## src/rtl/prog_loader.sv

```systemverilog
// prog_loader: run-time loader for the chronospatial CPU's program memory and
// its initial A/B/C register values.
//
// A host pushes bytes on in_data with a slow, asynchronous strobe (one byte per
// rising edge of in_strobe). The strobe is synchronised with two flops and
// edge-detected. The byte is captured on the third clock edge after the strobe
// rises.
//
// Frame layout (registers are sent LSB byte first):
//   SYNC, A[REG_BYTES], B[REG_BYTES], C[REG_BYTES], PROG[PROG_BYTES] [, CHK]
//
// Each program byte carries two 3-bit words:
//   bits[2:0] -> word 2k, written in the capture cycle
//   bits[6:4] -> word 2k+1, written in the following cycle
// Bits 3 and 7 are reserved and must be zero. If either is set, the frame
// aborts and no write is issued for that byte.
//
// The CPU pipeline is held (cpu_hold=1) until a complete, valid frame has been
// loaded. It is released one cycle after DONE is entered, so the last odd
// program word has been written by the time it is released.
//
// Optional feature: define PROG_LOADER_CHKSUM_EN to append a CHK byte. That
// byte is the XOR of every byte after SYNC; a mismatch aborts the frame.
//
// Handshake: there is no ready. A byte is taken exactly once per strobe rising
// edge. in_data must be stable while in_strobe is high.
//
// Ports:
//   clk, rst        system clock, synchronous active-high reset
//   in_data[7:0]    frame byte
//   in_strobe       asynchronous byte strobe
//   reg_a/b/c_init  initial register values (REG_W bits each)
//   reg_init_valid  init values belong to a completed frame
//   prog_wr_en/addr/data  program-memory write port (one word per cycle)
//   cpu_hold        hold/reset to the CPU pipeline
//   busy            frame in progress
//   load_done       last frame completed OK
//   load_err        last frame aborted
module prog_loader #(
    parameter int         REG_W      = 48,
    parameter int         PROG_WORDS = 16,
    parameter logic [7:0] SYNC_BYTE  = 8'hC5
) (
    input  logic             clk,
    input  logic             rst,
    input  logic [7:0]       in_data,
    input  logic             in_strobe,
    output logic [REG_W-1:0] reg_a_init,
    output logic [REG_W-1:0] reg_b_init,
    output logic [REG_W-1:0] reg_c_init,
    output logic             reg_init_valid,
    output logic             prog_wr_en,
    output logic [3:0]       prog_wr_addr,
    output logic [2:0]       prog_wr_data,
    output logic             cpu_hold,
    output logic             busy,
    output logic             load_done,
    output logic             load_err
);
    localparam int REG_BYTES  = REG_W / 8;
    localparam int PROG_BYTES = PROG_WORDS / 2;
    localparam int MAX_BYTES  = (REG_BYTES > PROG_BYTES) ? REG_BYTES : PROG_BYTES;
    localparam int CNT_W      = $clog2(MAX_BYTES) + 1;

    typedef enum logic [2:0] {
        IDLE  = 3'd0,
        REG_A = 3'd1,
        REG_B = 3'd2,
        REG_C = 3'd3,
        PROG  = 3'd4,
`ifdef PROG_LOADER_CHKSUM_EN
        CHK   = 3'd5,
`endif
        DONE  = 3'd6,
        ERR   = 3'd7
    } state_t;

    state_t state;
    state_t state_next;

    // Strobe synchroniser and rising-edge detect
    logic strobe_meta;
    logic strobe_sync;
    logic strobe_prev;
    logic accept;

    logic [CNT_W-1:0] cnt;
    logic             last_reg;
    logic             last_prog;
    logic             rsvd;
    logic             is_sync;

    // Odd word of the current program byte, written one cycle after the even one
    logic       odd_pend;
    logic [3:0] odd_addr;
    logic [2:0] odd_data;

`ifdef PROG_LOADER_CHKSUM_EN
    logic [7:0] chk_acc;
`endif

    assign accept    = strobe_sync & ~strobe_prev;
    assign last_reg  = (cnt == CNT_W'(REG_BYTES - 1));
    assign last_prog = (cnt == CNT_W'(PROG_BYTES - 1));
    assign rsvd      = in_data[3] | in_data[7];
    assign is_sync   = (in_data == SYNC_BYTE);

    always_ff @(posedge clk) begin
        if (rst) begin
            strobe_meta <= 1'b0;
            strobe_sync <= 1'b0;
            strobe_prev <= 1'b0;
        end else begin
            strobe_meta <= in_strobe;
            strobe_sync <= strobe_meta;
            strobe_prev <= strobe_sync;
        end
    end

    // FSM state register
    always_ff @(posedge clk) begin
        if (rst) begin
            state <= IDLE;
        end else begin
            state <= state_next;
        end
    end

    // FSM next-state logic
    always_comb begin
        state_next = state;
        if (accept) begin
            case (state)
                IDLE, DONE, ERR: begin
                    if (is_sync) begin
                        state_next = REG_A;
                    end
                end
                REG_A: begin
                    if (last_reg) begin
                        state_next = REG_B;
                    end
                end
                REG_B: begin
                    if (last_reg) begin
                        state_next = REG_C;
                    end
                end
                REG_C: begin
                    if (last_reg) begin
                        state_next = PROG;
                    end
                end
                PROG: begin
                    if (rsvd) begin
                        state_next = ERR;
                    end else if (last_prog) begin
`ifdef PROG_LOADER_CHKSUM_EN
                        state_next = CHK;
`else
                        state_next = DONE;
`endif
                    end
                end
`ifdef PROG_LOADER_CHKSUM_EN
                CHK: begin
                    state_next = (in_data == chk_acc) ? DONE : ERR;
                end
`endif
                default: state_next = state;
            endcase
        end
    end

    // Status decode straight from the state register
`ifdef PROG_LOADER_CHKSUM_EN
    assign busy = (state == REG_A) || (state == REG_B) || (state == REG_C) ||
                  (state == PROG)  || (state == CHK);
`else
    assign busy = (state == REG_A) || (state == REG_B) || (state == REG_C) ||
                  (state == PROG);
`endif
    assign load_done      = (state == DONE);
    assign reg_init_valid = (state == DONE);
    assign load_err       = (state == ERR);

    // Datapath: byte counter, register lanes, program writes, CPU hold
    always_ff @(posedge clk) begin
        if (rst) begin
            cnt          <= '0;
            reg_a_init   <= '0;
            reg_b_init   <= '0;
            reg_c_init   <= '0;
            prog_wr_en   <= 1'b0;
            prog_wr_addr <= '0;
            prog_wr_data <= '0;
            odd_pend     <= 1'b0;
            odd_addr     <= '0;
            odd_data     <= '0;
            cpu_hold     <= 1'b1;
        end else begin
            // Byte counter restarts on every state change
            if (state_next != state) begin
                cnt <= '0;
            end else if (accept) begin
                cnt <= cnt + CNT_W'(1);
            end

            if (accept) begin
                case (state)
                    REG_A:   reg_a_init[8*cnt +: 8] <= in_data;
                    REG_B:   reg_b_init[8*cnt +: 8] <= in_data;
                    REG_C:   reg_c_init[8*cnt +: 8] <= in_data;
                    default: ;
                endcase
            end

            // Bytes are at least 8 cycles apart, so the pending odd word
            // never collides with the next byte's even word.
            prog_wr_en <= 1'b0;
            if (odd_pend) begin
                prog_wr_en   <= 1'b1;
                prog_wr_addr <= odd_addr;
                prog_wr_data <= odd_data;
                odd_pend     <= 1'b0;
            end
            if (accept && state == PROG && !rsvd) begin
                prog_wr_en   <= 1'b1;
                prog_wr_addr <= 4'({cnt, 1'b0});
                prog_wr_data <= in_data[2:0];
                odd_pend     <= 1'b1;
                odd_addr     <= 4'({cnt, 1'b1});
                odd_data     <= in_data[6:4];
            end

            // Release only after a full cycle in DONE. A restarting SYNC
            // re-asserts hold on the same edge that leaves DONE.
            cpu_hold <= !(state == DONE && state_next == DONE);
        end
    end

`ifdef PROG_LOADER_CHKSUM_EN
    always_ff @(posedge clk) begin
        if (rst) begin
            chk_acc <= '0;
        end else if (accept) begin
            case (state)
                IDLE, DONE, ERR: begin
                    if (is_sync) begin
                        chk_acc <= '0;
                    end
                end
                REG_A, REG_B, REG_C, PROG: chk_acc <= chk_acc ^ in_data;
                default: ;
            endcase
        end
    end
`endif

endmodule

```

## config.mk

```make
export PLATFORM = sky130hd
export DESIGN_NAME = prog_loader
export DESIGN_NICKNAME = d
export VERILOG_FILES = /design/src/rtl/prog_loader.sv
export SDC_FILE = /design/constraint.sdc
export NUM_CORES = 1
export LEC_CHECK = 0
export ABC_AREA = 1
export ABC_CLOCK_PERIOD_IN_PS = 3250
export CAP_MARGIN = 10
export CORE_UTILIZATION = 45
export DETAILED_ROUTE_END_ITERATION = 8
export GPL_TIMING_DRIVEN = 0
export PLACE_DENSITY = 0.75
export SLEW_MARGIN = 20
export SYNTH_ARGS = -nofsm -noshare
export SYNTH_HDL_FRONTEND = slang
export SYNTH_SLANG_ARGS = --single-unit
```

## constraint.sdc

```tcl
create_clock -name clk -period 3.25 [get_ports clk]
set_clock_uncertainty 0.2 [all_clocks]
set_input_delay 0.65 -clock clk [delete_from_list [all_inputs] [get_ports clk]]
set_output_delay 0.65 -clock clk [all_outputs]
set_load 0.005 [all_outputs]
```

==> results of run 1 <==
==> stage by stage <==
stage               worst slack, ns  power (mW)  utilization, %  hold WS [ns]  cell area [um2]
floorplan                     1.007       2.333               -        0.1883             6962
global placement             0.5431       2.411           58.49        0.1988             8859
detailed placement           0.5485       2.413           58.49        0.2121             8859
CTS                          0.4240       4.399           62.32        0.2214             9439
global route                 0.3362       4.525           62.32        0.2352             9439
finish                       0.4332       4.392           62.32        0.2161             9439
==> flip-flops by register name (all words and copies together) (netlist names), 3 cells and up <==
signal,count
prog_wr_addr,4
odd_data,3
prog_wr_data,3
odd_addr,4
cnt,4
state,3
reg_b_init,48
reg_c_init,48
reg_a_init,48
==> area by class of cell <==
class | instances | area share [%]
Sequential cell | 171 | 36.27
Multi-Input combinational cell | 543 | 30.13
Timing Repair Buffer | 166 | 17.60
Inverter | 119 | 4.852
Clock buffer | 20 | 4.732
Buffer | 40 | 2.505
Tap cell | 188 | 2.492
Clock inverter | 12 | 1.418
==> worst paths after layout <==
check,slack [ns],end,from
setup / recovery,0.43,busy,state[0]
hold / removal,0.22,strobe_sync,strobe_meta
setup reg to reg,0.46,reg_c_init[42],cnt[0]
hold reg to reg,0.22,strobe_sync,strobe_meta
==> synthesized netlist by cell type (6+ instances only) <==
| library cell | number | share of area, % |
|---|---|---|
| nor2_1 | 110 | 5.9 |
| nor2_2 | 6 | 0.54 |
| inv_2 | 13 | 0.70 |
| dfxtp_1 | 171 | 49 |
| a21oi_1 | 117 | 8.4 |
| nand4_1 | 8 | 0.72 |
| inv_1 | 101 | 5.4 |
| buf_6 | 8 | 1.3 |
| nand2_2 | 11 | 0.99 |
| nor2_4 | 9 | 1.5 |
| o21ai_0 | 112 | 8.1 |
| nand3_1 | 23 | 1.7 |
| buf_2 | 8 | 0.58 |
| o21ai_1 | 17 | 1.2 |
| nand2_1 | 87 | 4.7 |
| nand3_2 | 6 | 0.86 |
| clkbuf_1 | 19 | 1.0 |
| nor3_2 | 11 | 1.6 |
==> layer usage <==
layer	track usage [%]	up-vias	wire [um]
met1	32.08	3001	8629
met4	7.016	0	208
met5	0	-	0
met3	7.212	19	1625
met2	41.14	269	9414
li1	-	3212	-
==> worst max-delay path: cells and delay by family, from the launching register on <==
| family | cells | cell delay, ns |
|---|---|---|
| AND/OR/NAND/NOR | 3 | 0.38 |
| flip-flops | 1 | 0.29 |
| buffers and inverters | 4 | 0.88 |
==> power groups by stage <==
stage | Combinational (mW) | Clock (mW) | Sequential (mW)
floorplan | 0.181 | 0 | 2.15
global placement | 0.259 | 0 | 2.15
finish | 0.266 | 2.02 | 2.10
global route | 0.288 | 2.13 | 2.10
detailed placement | 0.260 | 0 | 2.15
CTS | 0.263 | 2.03 | 2.10
==> placed cells by master, fill, tap and decap left out, drive strengths merged <==
cell	Yosys	routed
dfxtp	171	171
clkdlybuf4s50	0	166
o21ai	129	129
nor2	128	128
inv	117	121
a21oi	117	117
nand2	99	99
clkbuf	20	40
nand3	31	31
buf	20	20
nor3	15	15
nand4	10	10
clkinv	2	6
ha	4	4
xor2	3	3
o21a	2	2
bufinv	0	2
clkinvlp	0	2
xnor2	1	1
a211oi	1	1
a2111oi	1	1
a31oi	1	1
o221ai	1	1
==> cell families after synthesis <==
group | after synthesis | synth area share, %
AO/OA/AOI/OAI | 252 | 18.35
XOR/XNOR | 4 | 0.6112
adder cells (fa/ha/maj) | 4 | 0.7189
buffers and inverters | 159 | 9.975
flip-flops | 171 | 49.17
AND/OR/NAND/NOR | 283 | 21.17
==> qor.yml, run 1 <==
yosysWarnings: 0
ant_nets: 0
synth_edf_count: 0
dieHeight_um: 126.4
rows: 45
rsz0062_at_grt: "no"
h-tree-depth: 4
post_layout_nonfiller_instances: 1259
fin_crit_ns: 2.817
cts_num_sinks: 171
hold_viol: 0
outcome: "complete, no violations"
first_pass_iters: 5
pwr-share-comb_pct: 6.1
grt_pass1_wl_mm: 31.03
pin_count: 168
track_usage_pct: 25.05
fillCellCount: 1346
seqPwrFrac_pct: 47.9
overflow: 0
p_leak_nw: 3.539
drt-initial-drc-count: 580
antenna_found_initial: 0
p_sw_mw: 1.061
multiInputGateArea_um2: 2844
hpwl_mm: 13.69
initial_core_util_pct: 45.96
critPathKind: "reg -> out"
insertion_delay_ns: 0.42
gp_congestion: 0.8329
cp_slowest_cell: "clkdlybuf4s50_1"
drive_gt1_share_pct: 11.39
slew_violations: 0
min_path_cells: 2
wl_per_cell_um: 15.79
clock.fmax_ghz: 0.3550
netlist-cell-type-count: 38
rr_worst_depth: 10
critical_path_arrival_ns: 1.97
syn_inst: 873
powerDensity_nw_per_um2: 465.3
core-area_um2: 15150
cts-root-buf: "clkbuf_16"
end_kind: "primary output"
path_clk_slew_ns: 0.06
ys.flop_type: "dfxtp_1"
critPathMaxStageDelay_ns: 0.51
cts_resized: 0
swShare_pct: 24.15
setup-violations-final: 0
path_max_fanout: 8
async_flop_share_pct: 0
synthToLayoutAreaGrowth_pct: 35.59
tns_ns: 0
cts_tree: "done"
vias: 6501
hold_buffers: 0
peakVddDrop_mv: 0.4296
wirelength_mm: 19.88
yosysSeqAreaShare_pct: 49.17
port_buffers: 166
place_inst: 1227
drcViolationCount: 0
cts_buffers: 17
seqCellArea_um2: 3423
synth_fp_nets: 888
die_w_um: 126.4
synth_area_um2: 6962
die-area_um2: 15970
avgSynthCellArea_um2: 7.974
power.share.clock_pct: 46.0
grt_max_degree: 17
finalCritPeriodShare_pct: 86.67
required_ns: 2.40
path_cells: "clkbuf_2 > inv_2 > nand2_1 > nor2_4 > inv_1 > nand4_1 > clkdlybuf4s50_1"
slew_headroom_pct: 41.92
cts_setup_buffers: 0
cap_violations: 0
ys_ff_latch: 171
cts_buffer_depth: 2
grt_pass1_vias: 5916
min_path_type: "reg -> reg"
nNetsFinal: 1073
p_int_mw: 3.331
tightest_slew_ns: 0.8665
routed_via_density: 5.164
diodes: 0
start_kind: "flop"
Power figures use the tool's default switching activity.
==> run 2, diff against run 1 <==
Settings changed: ABC_AREA 1 to not set, PLACE_DENSITY 0.75 to 0.74.
==> run 2 against run 1 <==
  * Power down 5.5%
  * Final area up 0.17%
  * Via count down 0.75%
  * Critical path depth down 1
  * Synthesized area up 0.97%
  * Final cell count down 8.6%
  * Sequential cell count unchanged
  * Combinational power down 23%
  * Highest routed layer unchanged
==> qor.yml, run 2 <==
seqPwrFrac_pct: 50.6  # +2.7 points
core-area_um2: 15200  # +0.37%
peakVddDrop_mv: 0.3810  # -11%
pin_count: 168  # unchanged
critical_path_arrival_ns: 2.24  # +0.27 ns
yosysSeqAreaShare_pct: 48.70  # -0.47 points
grt_pass1_wl_mm: 32.66  # +5.2%
drive_gt1_share_pct: 6.334  # -5.1 points
drt-initial-drc-count: 539  # -7.1%
wirelength_mm: 20.77  # +4.5%
hold_buffers: 0  # unchanged
r2r_slack_ns: 0.26  # -0.20 ns
synth_fp_nets: 783  # -12%
synth_compound_area_share_pct: 13.37  # -5.0 points
critPathKind: "reg -> out"
fin_crit_ns: 3.086  # +0.2692 ns
cts-root-buf: "clkbuf_16"
pwr-share-comb_pct: 5.0  # -1.1 points
synth_area_um2: 7029  # +0.97%
antenna_found_initial: 0  # unchanged
ys.flop_type: "dfxtp_1"
grt_max_degree: 17  # unchanged
die_w_um: 127.0  # +0.47%
synth_top_area_share_pct: 48.70  # -0.47 points
insertion_delay_ns: 0.43  # about the same
synthToLayoutAreaGrowth_pct: 34.51
p_leak_nw: 3.528  # -0.33%
wl_per_cell_um: 18.04  # +14%
tns_ns: 0  # unchanged
synth-simple-area-share_pct: 20.38  # -0.79 points
synth_top_cell_by_area: "dfxtp_1"
rows: 45  # unchanged
layout_commonest_cell: "dfxtp_1"
netlist-cell-type-count: 50  # +32%
async_flop_share_pct: 0  # unchanged
ys_ff_latch: 171  # unchanged
p_total_mw: 4.151  # -5.5%
path_max_fanout: 10  # +2
clock.fmax_ghz: 0.3241  # -8.7%
cts_buffer_depth: 2  # unchanged
ant_nets: 0  # unchanged
synth_xor_area_share_pct: 0.7298  # +0.12 points
synthMostInstantiatedCell: "dfxtp_1"
cts_num_sinks: 171  # unchanged
yosysWarnings: 0  # unchanged
diodes: 0  # unchanged
drcViolationCount: 0  # unchanged
synthAdderAreaFrac_pct: 0.7120  # -0.0069 points
fillCellCount: 1358  # +0.89%
setup-violations-final: 0  # unchanged
power.share.clock_pct: 44.4  # -1.6 points
min_path_type: "reg -> reg"
dieHeight_um: 127.0  # +0.47%
outcome: "complete, no violations"
initial_core_util_pct: 46.24  # +0.27 points
start_kind: "flop"
synth_top_cells_by_area: "dfxtp_1 49%, mux2i_1 11%, nand2b_1 6.7%"
powerDensity_nw_per_um2: 439.0  # -5.6%
p_sw_mw: 0.9973  # -6.0%
cap_violations: 0  # unchanged
tightest_slew_ns: 1.228  # +0.3613 ns
vias: 6452  # -0.75%
synth_edf_count: 0  # unchanged
swShare_pct: 24.02  # -0.12 points
synth_top_family_by_area: "simple AND/OR/NAND/NOR gates"
hpwl_mm: 14.43  # +5.4%
p_int_mw: 3.154  # -5.3%
avgSynthCellArea_um2: 9.153  # +15%
synth.area.mux_share_pct: 11.30  # +11 points
track_usage_pct: 26.28  # +1.2 points
die-area_um2: 16120  # +0.95%
h-tree-depth: 4  # unchanged
nNetsFinal: 966  # -10%
port_buffers: 164  # -1.2%
rsz0062_at_grt: "no"
synthTopCellsByCount: "171 x dfxtp_1, 83 x a21oi_1, 76 x mux2i_1"
first_pass_iters: 7  # +2
gp_congestion: 0.8839  # +6.1%
end_kind: "primary output"
syn_inst: 768  # -12%
cts_buffers: 17  # unchanged
required_ns: 2.40  # about the same
path_clk_slew_ns: 0.06  # about the same
reg_top3: "reg_a_init (48), reg_b_init (48), reg_c_init (48)"
finalCritPeriodShare_pct: 94.95  # +8.3 points
cts_tree: "done"
grt_pass1_vias: 6079  # +2.8%
slew_headroom_pct: 17.97  # -24 points
mostFrequentLayoutCells: "171 x dfxtp_1, 164 x clkdlybuf4s50_1, 83 x a21oi_1"
slew_violations: 0  # unchanged
hold_viol: 0  # unchanged
routed_via_density: 5.606  # +8.6%
overflow: 0  # unchanged
[run 2: cells by family (layout without fill, tap and decap cells)]
group,Yosys count,in the layout
buffers and inverters,77,272
XOR/XNOR,5,5
AO/OA/AOI/OAI,175,175
AND/OR/NAND/NOR,257,257
flip-flops,171,171
adder cells (fa/ha/maj),4,4
multiplexers,79,79
[run 2: power by group through the flow]
| stage | Clock [mW] | Sequential [mW] | Combinational [mW] |
|---|---|---|---|
| final | 1.84 | 2.10 | 0.206 |
| after global routing | 1.97 | 2.10 | 0.222 |
| after CTS | 1.86 | 2.10 | 0.201 |
| after detailed placement | 0 | 2.15 | 0.199 |
| after global placement | 0 | 2.15 | 0.198 |
| after floorplan | 0 | 2.15 | 0.127 |
[run 2: path summary, 6_finish.rpt]
check | startpoint | endpoint | cells after the start
worst max-delay path | state[2] | reg_init_valid | 6
worst min-delay path | strobe_meta | strobe_sync | 1
worst max register to register | cnt[0] | reg_a_init[36] | 9
worst min register to register | strobe_meta | strobe_sync | 1
[run 2: routing by layer]
| layer | vias to the layer above | part of all wire [%] | track usage (%) |
|---|---|---|---|
| li1 | 3067 | - | - |
| met1 | 3047 | 45 | 34.86 |
| met2 | 297 | 46 | 41.79 |
| met3 | 41 | 6.6 | 5.695 |
| met4 | 0 | 2.5 | 10.36 |
| met5 | - | 0 | 0 |
[run 2: metrics by stage]
stage	hold slack, ns	cells	cell area (um2)	utilization (%)	setup slack, ns
floorplan	0.2138	768	7029	-	0.7453
global placement	0.2223	1120	8906	58.58	0.2107
detailed placement	0.2298	1120	8916	58.65	0.2510
CTS	0.2438	1151	9449	62.16	0.01835
global route	0.2648	1151	9455	62.20	0.001439
finish	0.2410	1151	9455	62.20	0.1641
[run 2: cell type report]
class | count | area, um2 | share of cell area, %
repair buffers | 164 | 1642 | 17.36
clock inverters | 13 | 93.84 | 0.9925
inverters | 4 | 15.01 | 0.1588
well taps | 188 | 235.2 | 2.488
plain buffers | 73 | 324.1 | 3.427
multi-input cells | 520 | 3283 | 34.72
flip-flops and latches | 171 | 3423 | 36.20
clock buffers | 18 | 439.2 | 4.645
[run 2: timing repair]
action,4_1_cts,5_1_grt
setup buffers,0,0
gates resized for setup,0,3
setup endpoints to repair,0,3
[run 2: critical path: stages, from the launching register on]
cell             delay [ns]
dfxtp_1                0.36
clkbuf_1               0.32
clkbuf_2               0.30
nand2_1                0.09
nor2_1                 0.14
buf_4                  0.12
clkdlybuf4s50_1        0.48
==> run 3, diff against run 2 <==
Settings changed: ABC_CLOCK_PERIOD_IN_PS 3250 to 2900.
Clock period 3.25 ns to 2.9 ns, I/O delays scaled along.
==> run 3 against run 2 <==
  * Critical endpoint is now reg_b_init[22]
  * Final area is 0.29% higher
  * Via count hardly changed
  * Global-route usage hardly changed
  * Worst setup slack worse by 0.10 ns
  * Register-to-register slack worse by 0.20 ns
  * Non-clock buffer count is 1 lower
==> qor.yml, run 3 (synthesis results as in run 2) <==
outcome: "complete, no violations"
cts_resized: 2  # +2
cp_slowest_cell: "nor3b_1"
hpwl_mm: 14.43  # unchanged
power.share.clock_pct: 44.4  # about the same
reg_top3: "reg_a_init (48), reg_b_init (48), reg_c_init (48)"
path_max_fanout: 10  # unchanged
crit_buf_inv: 2  # -2
die_w_um: 127.0  # unchanged
pwr-share-comb_pct: 5.0  # about the same
p_total_mw: 4.652  # +12%
cap_violations: 0  # unchanged
cts_buffer_depth: 2  # unchanged
fillCellCount: 1356  # -0.15%
core-area_um2: 15200  # unchanged
cts_tree: "done"
diodes: 0  # unchanged
seqPwrFrac_pct: 50.6  # about the same
wl_per_cell_um: 18.07  # +0.18%
antenna_found_initial: 0  # unchanged
grt_pass1_wl_mm: 32.63  # about the same
grt_max_degree: 17  # unchanged
critical_path_arrival_ns: 3.00  # +0.76 ns
h-tree-depth: 4  # unchanged
hold_buffers: 0  # unchanged
r2r_slack_ns: 0.06  # -0.20 ns
rr_endpoint: "reg_b_init[22]"
initial_core_util_pct: 46.24  # unchanged
path_clk_slew_ns: 0.07  # about the same
min_path_cells: 1  # unchanged
gp_congestion: 0.8839  # unchanged
grt_pass1_vias: 6072  # -0.12%
timing.rr.start: "cnt[1]"
drcViolationCount: 0  # unchanged
min_path_type: "reg -> reg"
slew_violations: 0  # unchanged
powerDensity_nw_per_um2: 490.6  # +12%
pin_count: 168  # unchanged
finalCoreUtilization_pct: 62.38  # +0.18 points
drive_gt1_share_pct: 7.484  # +1.2 points
drt-initial-drc-count: 524  # -2.8%
critPathKind: "reg -> reg"
hold_path_startpoint: "strobe_meta"
cts_num_sinks: 171  # unchanged
ant_nets: 0  # unchanged
peakVddDrop_mv: 0.4352  # +14%
seqCellArea_um2: 3425  # about the same
routed_via_density: 5.605  # about the same
setup-violations-final: 0  # unchanged
rsz0062_at_grt: "yes"
vias: 6446  # -0.093%
wirelength_mm: 20.79  # about the same
tns_ns: 0  # unchanged
overflow: 0  # unchanged
rows: 45  # unchanged
tightest_slew_ns: 1.172  # -0.05562 ns
nNetsFinal: 965  # -0.10%
fin_crit_ns: 2.839
p_leak_nw: 3.550  # +0.62%
cts_buffers: 17  # unchanged
die-area_um2: 16120  # unchanged
rr_worst_depth: 7  # -2
track_usage_pct: 26.27  # about the same
critical-path-top-delay-family: "simple AND/OR/NAND/NOR gates"
p_int_mw: 3.535  # +12%
start_kind: "flop"
p_sw_mw: 1.117  # +12%
dieHeight_um: 127.0  # unchanged
end_kind: "flop"
port_buffers: 164  # unchanged
finalCritPeriodShare_pct: 97.91
path_cells: "inv_1 > ha_1 > nor3b_1 > buf_2 > nor3b_1 > nand3_1 > a21oi_1"
cts_setup_buffers: 0  # unchanged
required_ns: 3.06  # +0.66 ns
layout_commonest_cell: "dfxtp_1"
insertion_delay_ns: 0.43  # about the same
swShare_pct: 24.02  # about the same
critPathMaxStageDelay_ns: 0.95  # +0.47 ns
slew_headroom_pct: 21.68  # +3.7 points
first_pass_iters: 5  # -2
crit_path_start: "cnt[1]"
hold_viol: 0  # unchanged
cts-root-buf: "clkbuf_16"
clock.fmax_ghz: 0.3522
whs_endpoint: "strobe_sync"
cp_common_cell: "nor3b_1"
synthToLayoutAreaGrowth_pct: 34.91
mostFrequentLayoutCells: "170 x dfxtp_1, 164 x clkdlybuf4s50_1, 83 x a21oi_1"
multiInputGateArea_um2: 3306  # +0.69%
run 3: cell count changes in the layout (fill, tap and decap cells not counted), moves of 2 or more:
| cell | previous run | this run |
|---|---|---|
| clkbuf_1 | 50 | 44 |
| clkbuf_2 | 1 | 7 |
| o2111ai_1 | 2 | 0 |
| o2111ai_2 | 0 | 2 |
run 3: cell type report:
| cell class | instances | share of cell area, % |
|---|---|---|
| sequential | 171 | 36.11 |
| timing repair buffer | 164 | 17.31 |
| clock inverter | 13 | 0.9896 |
| multi-input combinational | 520 | 34.86 |
| tap | 188 | 2.481 |
| inverter | 4 | 0.1583 |
| clock buffer | 18 | 4.631 |
| buffer | 72 | 3.457 |
run 3: power groups by stage:
stage                     Clock, mW  Combinational [mW]  Sequential, mW
after floorplan                   0               0.142            2.41
after global placement            0               0.222            2.41
after detailed placement          0               0.223            2.41
after CTS                      2.09               0.225            2.35
after global routing           2.20               0.251            2.35
final                          2.06               0.233            2.35
run 3: worst max-delay path by stage:
| stage | endpoint | cells after the start |
|---|---|---|
| global route | reg_a_init[4] | 9 |
| CTS | reg_init_valid | 5 |
| finish | reg_b_init[22] | 7 |
| detailed placement | reg_c_init[37] | 4 |
| floorplan | reg_a_init[40] | 9 |
| global placement | reg_c_init[20] | 4 |
run 3: metrics by stage:
| step | std cells | setup WS (ns) | area [um2] | hold slack (ns) |
|---|---|---|---|---|
| after detailed placement | 1120 | -0.02896 | 8916 | 0.2298 |
| after CTS | 1150 | 0.01247 | 9448 | 0.2438 |
| after floorplan | 768 | 0.3953 | 7029 | 0.2138 |
| final | 1150 | 0.06051 | 9483 | 0.2413 |
| after global placement | 1120 | -0.06927 | 8906 | 0.2223 |
| after global routing | 1150 | -0.05422 | 9483 | 0.2648 |
run 3: routing by layer:
metal | wire length, um | up-vias | part of all wire [%] | global-route usage, %
met5 | 0 | - | 0 | 0
met4 | 484 | 0 | 2.3 | 10.36
met3 | 1435 | 38 | 6.9 | 5.695
met2 | 9456 | 286 | 45 | 41.82
met1 | 9410 | 3063 | 45 | 34.81
li1 | - | 3059 | - | -
run 3: worst reg2reg max path, delay by kind of cell, from the launching register on:
kind	cells	cell delay, ns
buf+inv	2	0.34
compound gates	1	0.18
fa+ha+maj	1	0.25
flops	1	0.47
simple gates	3	1.32
